--- config.mk ---
export PLATFORM = sky130hd
export DESIGN_NAME = link_cmd_rx
export DESIGN_NICKNAME = d
export VERILOG_FILES = /design/src/rtl/link_pkg.sv /design/src/rtl/link_cmd_rx_word_packer.sv /design/src/rtl/link_cmd_rx.sv
export SDC_FILE = /design/constraint.sdc
export NUM_CORES = 1
export LEC_CHECK = 0
export BUFFER_PORTS_ARGS = -buffer_cell sky130_fd_sc_hd__buf_2
export CORE_ASPECT_RATIO = 0.7
export CORE_MARGIN = 5
export CORE_UTILIZATION = 45
export DETAILED_ROUTE_END_ITERATION = 6
export PLACE_DENSITY_LB_ADDON = 0.25
export SYNTH_ARGS = -nofsm -noshare
export SYNTH_HDL_FRONTEND = slang
export SYNTH_SLANG_ARGS = --single-unit
export TNS_END_PERCENT = 10
--- constraint.sdc ---
create_clock -name clk_25 -period 3.4 [get_ports clk_25]
set_clock_uncertainty 0.2 [all_clocks]
set_input_delay 0.68 -clock clk_25 [delete_from_list [all_inputs] [get_ports clk_25]]
set_output_delay 0.68 -clock clk_25 [all_outputs]
set_load 0.005 [all_outputs]
--- src/rtl/link_pkg.sv ---
// Shared constants and types for the host-link command receiver:
// command bytes, write-target / error encodings and FSM states.
package link_pkg;

  localparam logic [7:0] CMD_REBOOT   = 8'h30;
  localparam logic [7:0] CMD_BREAK    = 8'h31;
  localparam logic [7:0] CMD_START    = 8'h32;
  localparam logic [7:0] CMD_STOP     = 8'h34;
  localparam logic [7:0] CMD_SIG      = 8'h49;
  localparam logic [7:0] CMD_RDBUF    = 8'h52;
  localparam logic [7:0] CMD_STATUS   = 8'h53;
  localparam logic [7:0] CMD_NONCE_RD = 8'h6E;
  localparam logic [7:0] CMD_WRBLK    = 8'h38;
  localparam logic [7:0] CMD_TARGET   = 8'h54;
  localparam logic [7:0] CMD_NONCE    = 8'h4E;
  localparam logic [7:0] CMD_TS       = 8'h57;
  localparam logic [7:0] CMD_CLK      = 8'h43;

  localparam logic [2:0] SEL_BLOCK  = 3'd0;
  localparam logic [2:0] SEL_TARGET = 3'd1;
  localparam logic [2:0] SEL_NONCE  = 3'd2;
  localparam logic [2:0] SEL_TS     = 3'd3;
  localparam logic [2:0] SEL_CLK    = 3'd4;

  localparam logic [1:0] ERR_NONE    = 2'd0;
  localparam logic [1:0] ERR_TIMEOUT = 2'd1;
  localparam logic [1:0] ERR_CSUM    = 2'd2;

  typedef enum logic [1:0] {
    ST_IDLE    = 2'd0,
    ST_PAYLOAD = 2'd1,
    ST_CSUM    = 2'd2,
    ST_CLKARG  = 2'd3
  } state_e;

  function automatic logic is_simple_cmd(input logic [7:0] b);
    case (b)
      CMD_REBOOT, CMD_BREAK, CMD_START, CMD_STOP,
      CMD_SIG, CMD_RDBUF, CMD_STATUS, CMD_NONCE_RD: is_simple_cmd = 1'b1;
      default:                                      is_simple_cmd = 1'b0;
    endcase
  endfunction

endpackage

--- src/rtl/link_cmd_rx_word_packer.sv ---
// Little-endian byte-to-word packer with lane/word counters and a running
// XOR checksum; cleared at the start of every write transfer.
module link_word_packer #(
  parameter int WORD_BYTES = 4,
  parameter int ADDR_W     = 5
) (
  input  logic                    clk_25,
  input  logic                    rst_n,
  input  logic                    i_clr,
  input  logic                    i_en,
  input  logic [7:0]              i_byte,
  output logic [8*WORD_BYTES-1:0] o_word_next,
  output logic [ADDR_W-1:0]       o_word_idx,
  output logic                    o_last_byte,
  output logic [7:0]              o_acc
);
  localparam int WORD_W = 8 * WORD_BYTES;
  localparam int BI_W   = (WORD_BYTES > 1) ? $clog2(WORD_BYTES) : 1;

  logic [WORD_W-1:0] r_word;
  logic [BI_W-1:0]   r_byte_idx;
  logic [ADDR_W-1:0] r_word_idx;
  logic [7:0]        r_acc;
  logic [WORD_W-1:0] w_word_next;

  always_comb begin
    w_word_next = r_word;
    w_word_next[{r_byte_idx, 3'b000} +: 8] = i_byte;
  end

  assign o_word_next = w_word_next;
  assign o_word_idx  = r_word_idx;
  assign o_last_byte = (r_byte_idx == BI_W'(WORD_BYTES - 1));
  assign o_acc       = r_acc;

  // A completed word is handed out via o_word_next, so the shift register restarts empty.
  always_ff @(posedge clk_25 or negedge rst_n) begin
    if (!rst_n) begin
      r_word     <= '0;
      r_byte_idx <= '0;
      r_word_idx <= '0;
      r_acc      <= 8'h00;
    end else if (i_clr) begin
      r_word     <= '0;
      r_byte_idx <= '0;
      r_word_idx <= '0;
      r_acc      <= 8'h00;
    end else if (i_en) begin
      r_acc <= r_acc ^ i_byte;
      if (o_last_byte) begin
        r_word     <= '0;
        r_byte_idx <= '0;
        r_word_idx <= r_word_idx + ADDR_W'(1);
      end else begin
        r_word     <= w_word_next;
        r_byte_idx <= r_byte_idx + BI_W'(1);
      end
    end
  end

endmodule

--- src/rtl/link_cmd_rx.sv ---
// Host-link command receiver: decodes single-byte commands, assembles write
// payloads into words, checks the trailing XOR and aborts stalled transfers.
module link_cmd_rx
  import link_pkg::*;
#(
  parameter int WORD_BYTES  = 4,
  parameter int ADDR_W      = 5,
  parameter int BLK_WORDS   = 20,
  parameter int TGT_WORDS   = 8,
  parameter int NONCE_WORDS = 1,
  parameter int TS_WORDS    = 1,
  parameter int CSUM_EN     = 1,
  parameter int WDT_CYCLES  = 432
) (
  input  logic                    clk_25,
  input  logic                    rst_n,
  input  logic                    rx_byte_rsvd,
  input  logic [7:0]              rx_byte,
  output logic                    cmd_valid,
  output logic [7:0]              cmd_code,
  output logic                    wr_busy,
  output logic [2:0]              wr_sel,
  output logic                    wr_word_valid,
  output logic [8*WORD_BYTES-1:0] wr_word,
  output logic [ADDR_W-1:0]       wr_addr,
  output logic                    wr_done,
  output logic                    wr_err,
  output logic [1:0]              err_code,
  output logic                    go_reconfig,
  output logic [7:0]              clk_arg
);
  localparam int WORD_W = 8 * WORD_BYTES;
  localparam int WDT_W  = $clog2(WDT_CYCLES + 1);
  localparam int CNT_W  = ADDR_W + 1;

  state_e            r_state, w_state_nxt;
  logic [WDT_W-1:0]  r_wdt;
  logic [CNT_W-1:0]  r_words, w_words_nxt;
  logic              r_fin_pend, w_fin_pend_nxt;
  logic              r_cmd_valid, w_cmd_valid_nxt;
  logic [7:0]        r_cmd_code, w_cmd_code_nxt;
  logic              r_busy, w_busy_nxt;
  logic [2:0]        r_sel, w_sel_nxt;
  logic              r_word_valid, w_word_valid_nxt;
  logic [WORD_W-1:0] r_word, w_word_nxt;
  logic [ADDR_W-1:0] r_addr, w_addr_nxt;
  logic              r_done, w_done_nxt;
  logic              r_err, w_err_nxt;
  logic [1:0]        r_err_code, w_err_code_nxt;
  logic              r_go, w_go_nxt;
  logic [7:0]        r_clk_arg, w_clk_arg_nxt;
  logic              w_pk_clr, w_pk_en, w_wdt_hit;
  logic [WORD_W-1:0] w_word_next;
  logic [ADDR_W-1:0] w_word_idx;
  logic              w_last_byte;
  logic [7:0]        w_acc;

  link_word_packer #(.WORD_BYTES(WORD_BYTES), .ADDR_W(ADDR_W)) u_packer (
    .clk_25      (clk_25),
    .rst_n       (rst_n),
    .i_clr       (w_pk_clr),
    .i_en        (w_pk_en),
    .i_byte      (rx_byte),
    .o_word_next (w_word_next),
    .o_word_idx  (w_word_idx),
    .o_last_byte (w_last_byte),
    .o_acc       (w_acc)
  );

  // An incoming byte in the terminal-count cycle takes priority over the abort.
  assign w_wdt_hit = (r_state != ST_IDLE) && !rx_byte_rsvd && (r_wdt == WDT_W'(WDT_CYCLES - 1));

  always_comb begin
    w_state_nxt      = r_state;
    w_words_nxt      = r_words;
    w_fin_pend_nxt   = 1'b0;
    w_cmd_valid_nxt  = 1'b0;
    w_cmd_code_nxt   = r_cmd_code;
    w_busy_nxt       = r_busy;
    w_sel_nxt        = r_sel;
    w_word_valid_nxt = 1'b0;
    w_word_nxt       = r_word;
    w_addr_nxt       = r_addr;
    w_done_nxt       = 1'b0;
    w_err_nxt        = 1'b0;
    w_err_code_nxt   = r_err_code;
    w_go_nxt         = 1'b0;
    w_clk_arg_nxt    = r_clk_arg;
    w_pk_clr         = 1'b0;
    w_pk_en          = 1'b0;
    case (r_state)
      ST_IDLE: begin
        if (rx_byte_rsvd) begin
          if (is_simple_cmd(rx_byte)) begin
            w_cmd_valid_nxt = 1'b1;
            w_cmd_code_nxt  = rx_byte;
          end else begin
            w_pk_clr = 1'b1;
            case (rx_byte)
              CMD_WRBLK:  begin w_sel_nxt = SEL_BLOCK;  w_words_nxt = CNT_W'(BLK_WORDS);   end
              CMD_TARGET: begin w_sel_nxt = SEL_TARGET; w_words_nxt = CNT_W'(TGT_WORDS);   end
              CMD_NONCE:  begin w_sel_nxt = SEL_NONCE;  w_words_nxt = CNT_W'(NONCE_WORDS); end
              CMD_TS:     begin w_sel_nxt = SEL_TS;     w_words_nxt = CNT_W'(TS_WORDS);    end
              CMD_CLK:    begin w_sel_nxt = SEL_CLK;    end
              default:    begin end
            endcase
            if (rx_byte == CMD_CLK) begin
              w_busy_nxt  = 1'b1;
              w_state_nxt = ST_CLKARG;
            end else if (rx_byte == CMD_WRBLK || rx_byte == CMD_TARGET ||
                         rx_byte == CMD_NONCE || rx_byte == CMD_TS) begin
              w_busy_nxt  = 1'b1;
              w_state_nxt = ST_PAYLOAD;
            end else begin
              w_state_nxt = ST_IDLE;
            end
          end
        end else begin
          w_state_nxt = ST_IDLE;
        end
      end
      ST_PAYLOAD: begin
        // Without a checksum, wr_done waits one cycle behind the final word.
        if (r_fin_pend) begin
          w_done_nxt  = 1'b1;
          w_busy_nxt  = 1'b0;
          w_state_nxt = ST_IDLE;
        end else if (rx_byte_rsvd) begin
          w_pk_en = 1'b1;
          if (w_last_byte) begin
            w_word_valid_nxt = 1'b1;
            w_word_nxt       = w_word_next;
            w_addr_nxt       = w_word_idx;
            if ({1'b0, w_word_idx} == r_words - CNT_W'(1)) begin
              if (CSUM_EN != 0) begin
                w_state_nxt = ST_CSUM;
              end else begin
                w_fin_pend_nxt = 1'b1;
              end
            end else begin
              w_state_nxt = ST_PAYLOAD;
            end
          end else begin
            w_state_nxt = ST_PAYLOAD;
          end
        end else if (w_wdt_hit) begin
          w_err_nxt      = 1'b1;
          w_err_code_nxt = ERR_TIMEOUT;
          w_busy_nxt     = 1'b0;
          w_state_nxt    = ST_IDLE;
        end else begin
          w_state_nxt = ST_PAYLOAD;
        end
      end
      ST_CSUM: begin
        if (rx_byte_rsvd) begin
          w_busy_nxt  = 1'b0;
          w_state_nxt = ST_IDLE;
          if (rx_byte == w_acc) begin
            w_done_nxt = 1'b1;
          end else begin
            w_err_nxt      = 1'b1;
            w_err_code_nxt = ERR_CSUM;
          end
        end else if (w_wdt_hit) begin
          w_err_nxt      = 1'b1;
          w_err_code_nxt = ERR_TIMEOUT;
          w_busy_nxt     = 1'b0;
          w_state_nxt    = ST_IDLE;
        end else begin
          w_state_nxt = ST_CSUM;
        end
      end
      ST_CLKARG: begin
        if (rx_byte_rsvd) begin
          w_go_nxt      = 1'b1;
          w_clk_arg_nxt = rx_byte;
          w_busy_nxt    = 1'b0;
          w_state_nxt   = ST_IDLE;
        end else if (w_wdt_hit) begin
          w_err_nxt      = 1'b1;
          w_err_code_nxt = ERR_TIMEOUT;
          w_busy_nxt     = 1'b0;
          w_state_nxt    = ST_IDLE;
        end else begin
          w_state_nxt = ST_CLKARG;
        end
      end
      default: begin
        w_busy_nxt  = 1'b0;
        w_state_nxt = ST_IDLE;
      end
    endcase
  end

  always_ff @(posedge clk_25 or negedge rst_n) begin
    if (!rst_n) begin
      r_state      <= ST_IDLE;
      r_wdt        <= '0;
      r_words      <= '0;
      r_fin_pend   <= 1'b0;
      r_cmd_valid  <= 1'b0;
      r_cmd_code   <= 8'h00;
      r_busy       <= 1'b0;
      r_sel        <= 3'd0;
      r_word_valid <= 1'b0;
      r_word       <= '0;
      r_addr       <= '0;
      r_done       <= 1'b0;
      r_err        <= 1'b0;
      r_err_code   <= 2'd0;
      r_go         <= 1'b0;
      r_clk_arg    <= 8'h00;
    end else begin
      r_state      <= w_state_nxt;
      r_wdt        <= (r_state == ST_IDLE || rx_byte_rsvd) ? '0 : r_wdt + WDT_W'(1);
      r_words      <= w_words_nxt;
      r_fin_pend   <= w_fin_pend_nxt;
      r_cmd_valid  <= w_cmd_valid_nxt;
      r_cmd_code   <= w_cmd_code_nxt;
      r_busy       <= w_busy_nxt;
      r_sel        <= w_sel_nxt;
      r_word_valid <= w_word_valid_nxt;
      r_word       <= w_word_nxt;
      r_addr       <= w_addr_nxt;
      r_done       <= w_done_nxt;
      r_err        <= w_err_nxt;
      r_err_code   <= w_err_code_nxt;
      r_go         <= w_go_nxt;
      r_clk_arg    <= w_clk_arg_nxt;
    end
  end

  assign cmd_valid     = r_cmd_valid;
  assign cmd_code      = r_cmd_code;
  assign wr_busy       = r_busy;
  assign wr_sel        = r_sel;
  assign wr_word_valid = r_word_valid;
  assign wr_word       = r_word;
  assign wr_addr       = r_addr;
  assign wr_done       = r_done;
  assign wr_err        = r_err;
  assign err_code      = r_err_code;
  assign go_reconfig   = r_go;
  assign clk_arg       = r_clk_arg;

endmodule

==> impl.org <==
** Run status
- Run status :: finished, final reports clean

** Pwr
- Dividing total power by cell area gives a power density of a little over 800 mW/mm^2.
- The worst-case IR drop observed on VDD is 0.000400 V.
- The analysis attributes to cell leakage a power of 3.44 nW.
- Tot Pwr :: 5.83 mW

** CTS
- In this run the number of H-tree levels came out at 4.
- CTS tree :: yes
- Number of gates resized after cts :: 0
- Clock-pin slew was measured on the worst setup and hold paths at roughly 0.050 ns.
- Clk sinks :: 125
- Number of buffers inserted by hold repair at cts :: 0
- Counting along the longest clock path gives a buffer depth of 2.
- Count of buffers added by post-CTS timing repair for setup :: 0
- In this run, CTS created clock tree buffers numbering 17.
- Clock latency on the worst-skew pair, taken at its later pin, is 0.41 ns.
- The tree is rooted in a sky130_fd_sc_hd__clkbuf_16.

** STA
- Share of the clock period used by the worst path after layout :: 0.703
- Slew at the pin closest to its max-slew limit :: 0.713 ns
- Count of endpoints failing hold in the final timing report :: 0
- The smallest clock period supported by the final layout is computed as 2.39 ns.
- Setup violations remaining at the end of the flow were counted as 0.
- Setup total negative slack on the finished layout was measured at 0 ns.
- Max-slew violations :: 0
- Max transition margin :: 0.524
- For this run, the top clock speed supported by timing is 0.419 GHz.
- Unrepaired setup endpoints after global routing :: false

** Global route
- Wire length of the first global-routing pass :: 24500 microns
- Antenna violations before repair :: 0
- Entering global routing, the biggest net connects 76 pins.
- Overflow left after global routing :: 0
- Number of global-route vias before repair :: 4745
- Across every metal layer, demand over resource in global routing totals 0.191.

** Synth
- Count of cell types in the netlist :: 55
- The share of synthesized area in the top cell type comes to 0.509.
- Most area-consuming cells after synthesis :: sky130_fd_sc_hd__dfrtp_1 (51%), sky130_fd_sc_hd__a21oi_1 (5.8%), sky130_fd_sc_hd__nor2_1 (5.4%), sky130_fd_sc_hd__a2bb2oi_1 (4.6%), sky130_fd_sc_hd__nor2b_1 (3.9%)
- A synthesized cell averages 10.1 sq um.
- Proportion of register bits with asynchronous set or reset after synthesis :: 1.00
- Summed instance area of the synthesized netlist :: 0.00614 sq mm
- Share of synthesized area occupied by flip-flops and latches :: 0.509
- Count of synthesis-stage warnings from yosys :: 0
- Counting flops and latches in the post-synthesis netlist gives between 100 and 150.
- The number of nets handed over by synthesis was 627.
- Post-synthesis instance total :: 607
- In this run, synthesis inferred 0 flip-flops with an integrated enable.
- Commonest register cell after synthesis :: sky130_fd_sc_hd__dfrtp_1
- Synth area leader :: sky130_fd_sc_hd__dfrtp_1

** Critical path
- On the worst path, the slowest cell contributes a delay of approximately 0.40 ns.
- The critical path contains buffers and inverters numbering 2 combined.
- The worst setup path is of the in -> reg kind.
- Worst-path fanout max :: 43
- Critical-path cell with the highest stage delay :: sky130_fd_sc_hd__and3_1
- Critical-path cell list :: buf_2 -> and4b_1 -> a221oi_4 -> and3_1 -> buf_12 -> nor2_1
- For the worst setup path, the data arrival time is 2.48 ns.
- Crit path launch type :: input port
- Crit. End Element :: flip-flop
- Required time at the endpoint of the critical path :: 3.49 ns
- CP delay by family, top :: simple AND/OR/NAND/NOR gates

** Placement
- Total cell area at the placement stage :: 0.00661 sq mm
- The HPWL after detailed placement is roughly 9500 microns.
- Including well taps, the total number of placed cells is 824.
- Count of buffers inserted at the top-level ports :: 74
- Placer's final routability congestion estimate :: 0.795

** Detailed routing
- In this run the remaining antenna-violating nets after routing total 0.
- Number of optimization iterations in the first detailed-route pass :: 5
- After detailed routing, the average wire length per cell comes to 17.0 microns.
- The routed design has 14500 microns of wire.
- Vias per inst :: 5.51
- Remaining design rule violation count :: 0
- The detailed router finished its first iteration with 358 violations.
- The detailed router placed 4702 vias in this run.

** Die
- Pin placement for this block handled 75 I/O pins.
- Width of the die :: around 150 microns
- For this configuration, the core starts out at a cell density of 0.463.
- The floorplan step defined a die boundary enclosing 0.0161 sq mm.
- Count of standard-cell rows :: 35
- Die height :: 108 microns
- The core region is approximately 0.013 sq mm.

** Finish
- Final Instance Area :: 0.00715 sq mm
- Fill cells in the final layout number 1168.
- 0 antenna diodes ended up in the layout.
- Of the cells placed in the final design, the portion with a size suffix greater than 1 is 0.211.
- Count of nets after finishing :: ~680
- From synthesis to final layout, the design area changed by 16.4%.
- Non-Filler Instances :: 854

** Hold path
- In this run the worst hold path is classified as in -> async.

** Run
- Total of max-cap violations :: 0
path summary, 6_finish.rpt:
path,startpoint,to,slack (ns),cells past startpoint
hold / removal,rst_n,wr_addr[0],0.09,1
min in group clk_25,r_wdt[0],r_wdt[0],0.26,1
setup / recovery,rx_byte[0],u_packer.r_word[6],1.01,6
hold reg to reg,r_wdt[0],r_wdt[0],0.26,1
max in group asynchronous,rst_n,u_packer.r_word[8],2.10,2
setup reg to reg,u_packer.r_byte_idx[0],u_packer.r_word[8],1.06,6
cells in the final DEF, fill, tap and decap left out, drive strengths merged, types with 2 or more instances in the layout:
cell type / n
o211ai: 2
a2bb2oi: 32
a31oi: 33
nor4bb: 6
nor3: 2
a21oi: 71
nand2: 24
inv: 13
clkbuf: 23
xor2: 24
and3b: 4
clkinvlp: 2
clkinv: 4
dfrtp: 125
mux2: 19
nor3b: 4
a41o: 2
and3: 6
nand3: 6
ha: 9
and4b: 2
nand3b: 2
buf: 84
a21o: 2
xnor2: 7
o21ai: 4
nor4: 3
nor2b: 38
nor2: 89
nand4: 6
cell type report:
class	count	area, sq um	share of cell area
flip-flops and latches	125	3130	0.437
multi-input cells	417	2720	0.380
repair buffers	84	485	0.0679
clock buffers	23	478	0.0668
well taps	185	231	0.0324
clock inverters	7	65.1	0.00910
inverters	13	48.8	0.00682
logic make-up after synthesis:
logic type	Yosys count	synth area share
adders and majority gates	9	0.0183
and+or+nand+nor	198	0.167
muxes	20	0.0364
DFF	125	0.509
buffers and inverters	65	0.0519
xor gates and xnor gates	31	0.0442
AOI/OAI and AO/OA	159	0.173
power breakdown:
group	internal (mW)	leakage, nW	switching (mW)
Sequential	1.98	1.56	0.294
Clock	1.05	0.265	0.622
Combinational	0.905	1.61	0.984
Total	3.93	3.44	1.90
cells in the mapped netlist (all sizes together) (2+ instances only):
library cell and instances:
and4b 2, mux2 19, xnor2 7, o211ai 2, clkbuf 24, xor2 24, nand2 24, and3b 4
inv 13, o21ai 4, a21o 2, a2bb2oi 32, nor3b 4, a41o 2, dfrtp 125, nor2b 38
nor2 89, nor4bb 6, and3 6, nor3 2, ha 9, nand3b 2, nand3 6, a31oi 33
a21oi 71, nand4 6, buf 28, nor4 3
sequential cells by signal, indices dropped and copies added, names as in the netlist:
signal               count
u_packer.r_word         32
wr_word                 32
r_wdt                    9
clk_arg                  8
cmd_code                 8
u_packer.o_acc           8
u_packer.o_word_idx      5
wr_addr                  5
r_words                  3
wr_sel                   3
err_code                 2
r_state                  2
u_packer.r_byte_idx      2
cmd_valid                1
go_reconfig              1
wr_busy                  1
wr_done                  1
wr_err                   1
wr_word_valid            1
per-layer routing:
metal	vias up	global-route usage	wire length [microns]
li1	2234	-	-
met1	2323	0.275	7100
met2	124	0.281	6480
met3	21	0.0543	774
met4	0	0.0542	184
met5	-	0	0
through the flow:
step,hold WS [ns],worst slack [ns],util
floorplan,0.184,1.08,-
CTS,0.108,1.05,0.539
detailed placement,0.255,0.610,0.498
global route,0.144,0.847,0.539
global placement,0.240,0.619,0.498
finish,0.0891,1.01,0.539
No activity file was read; power rests on OpenSTA's default activity.
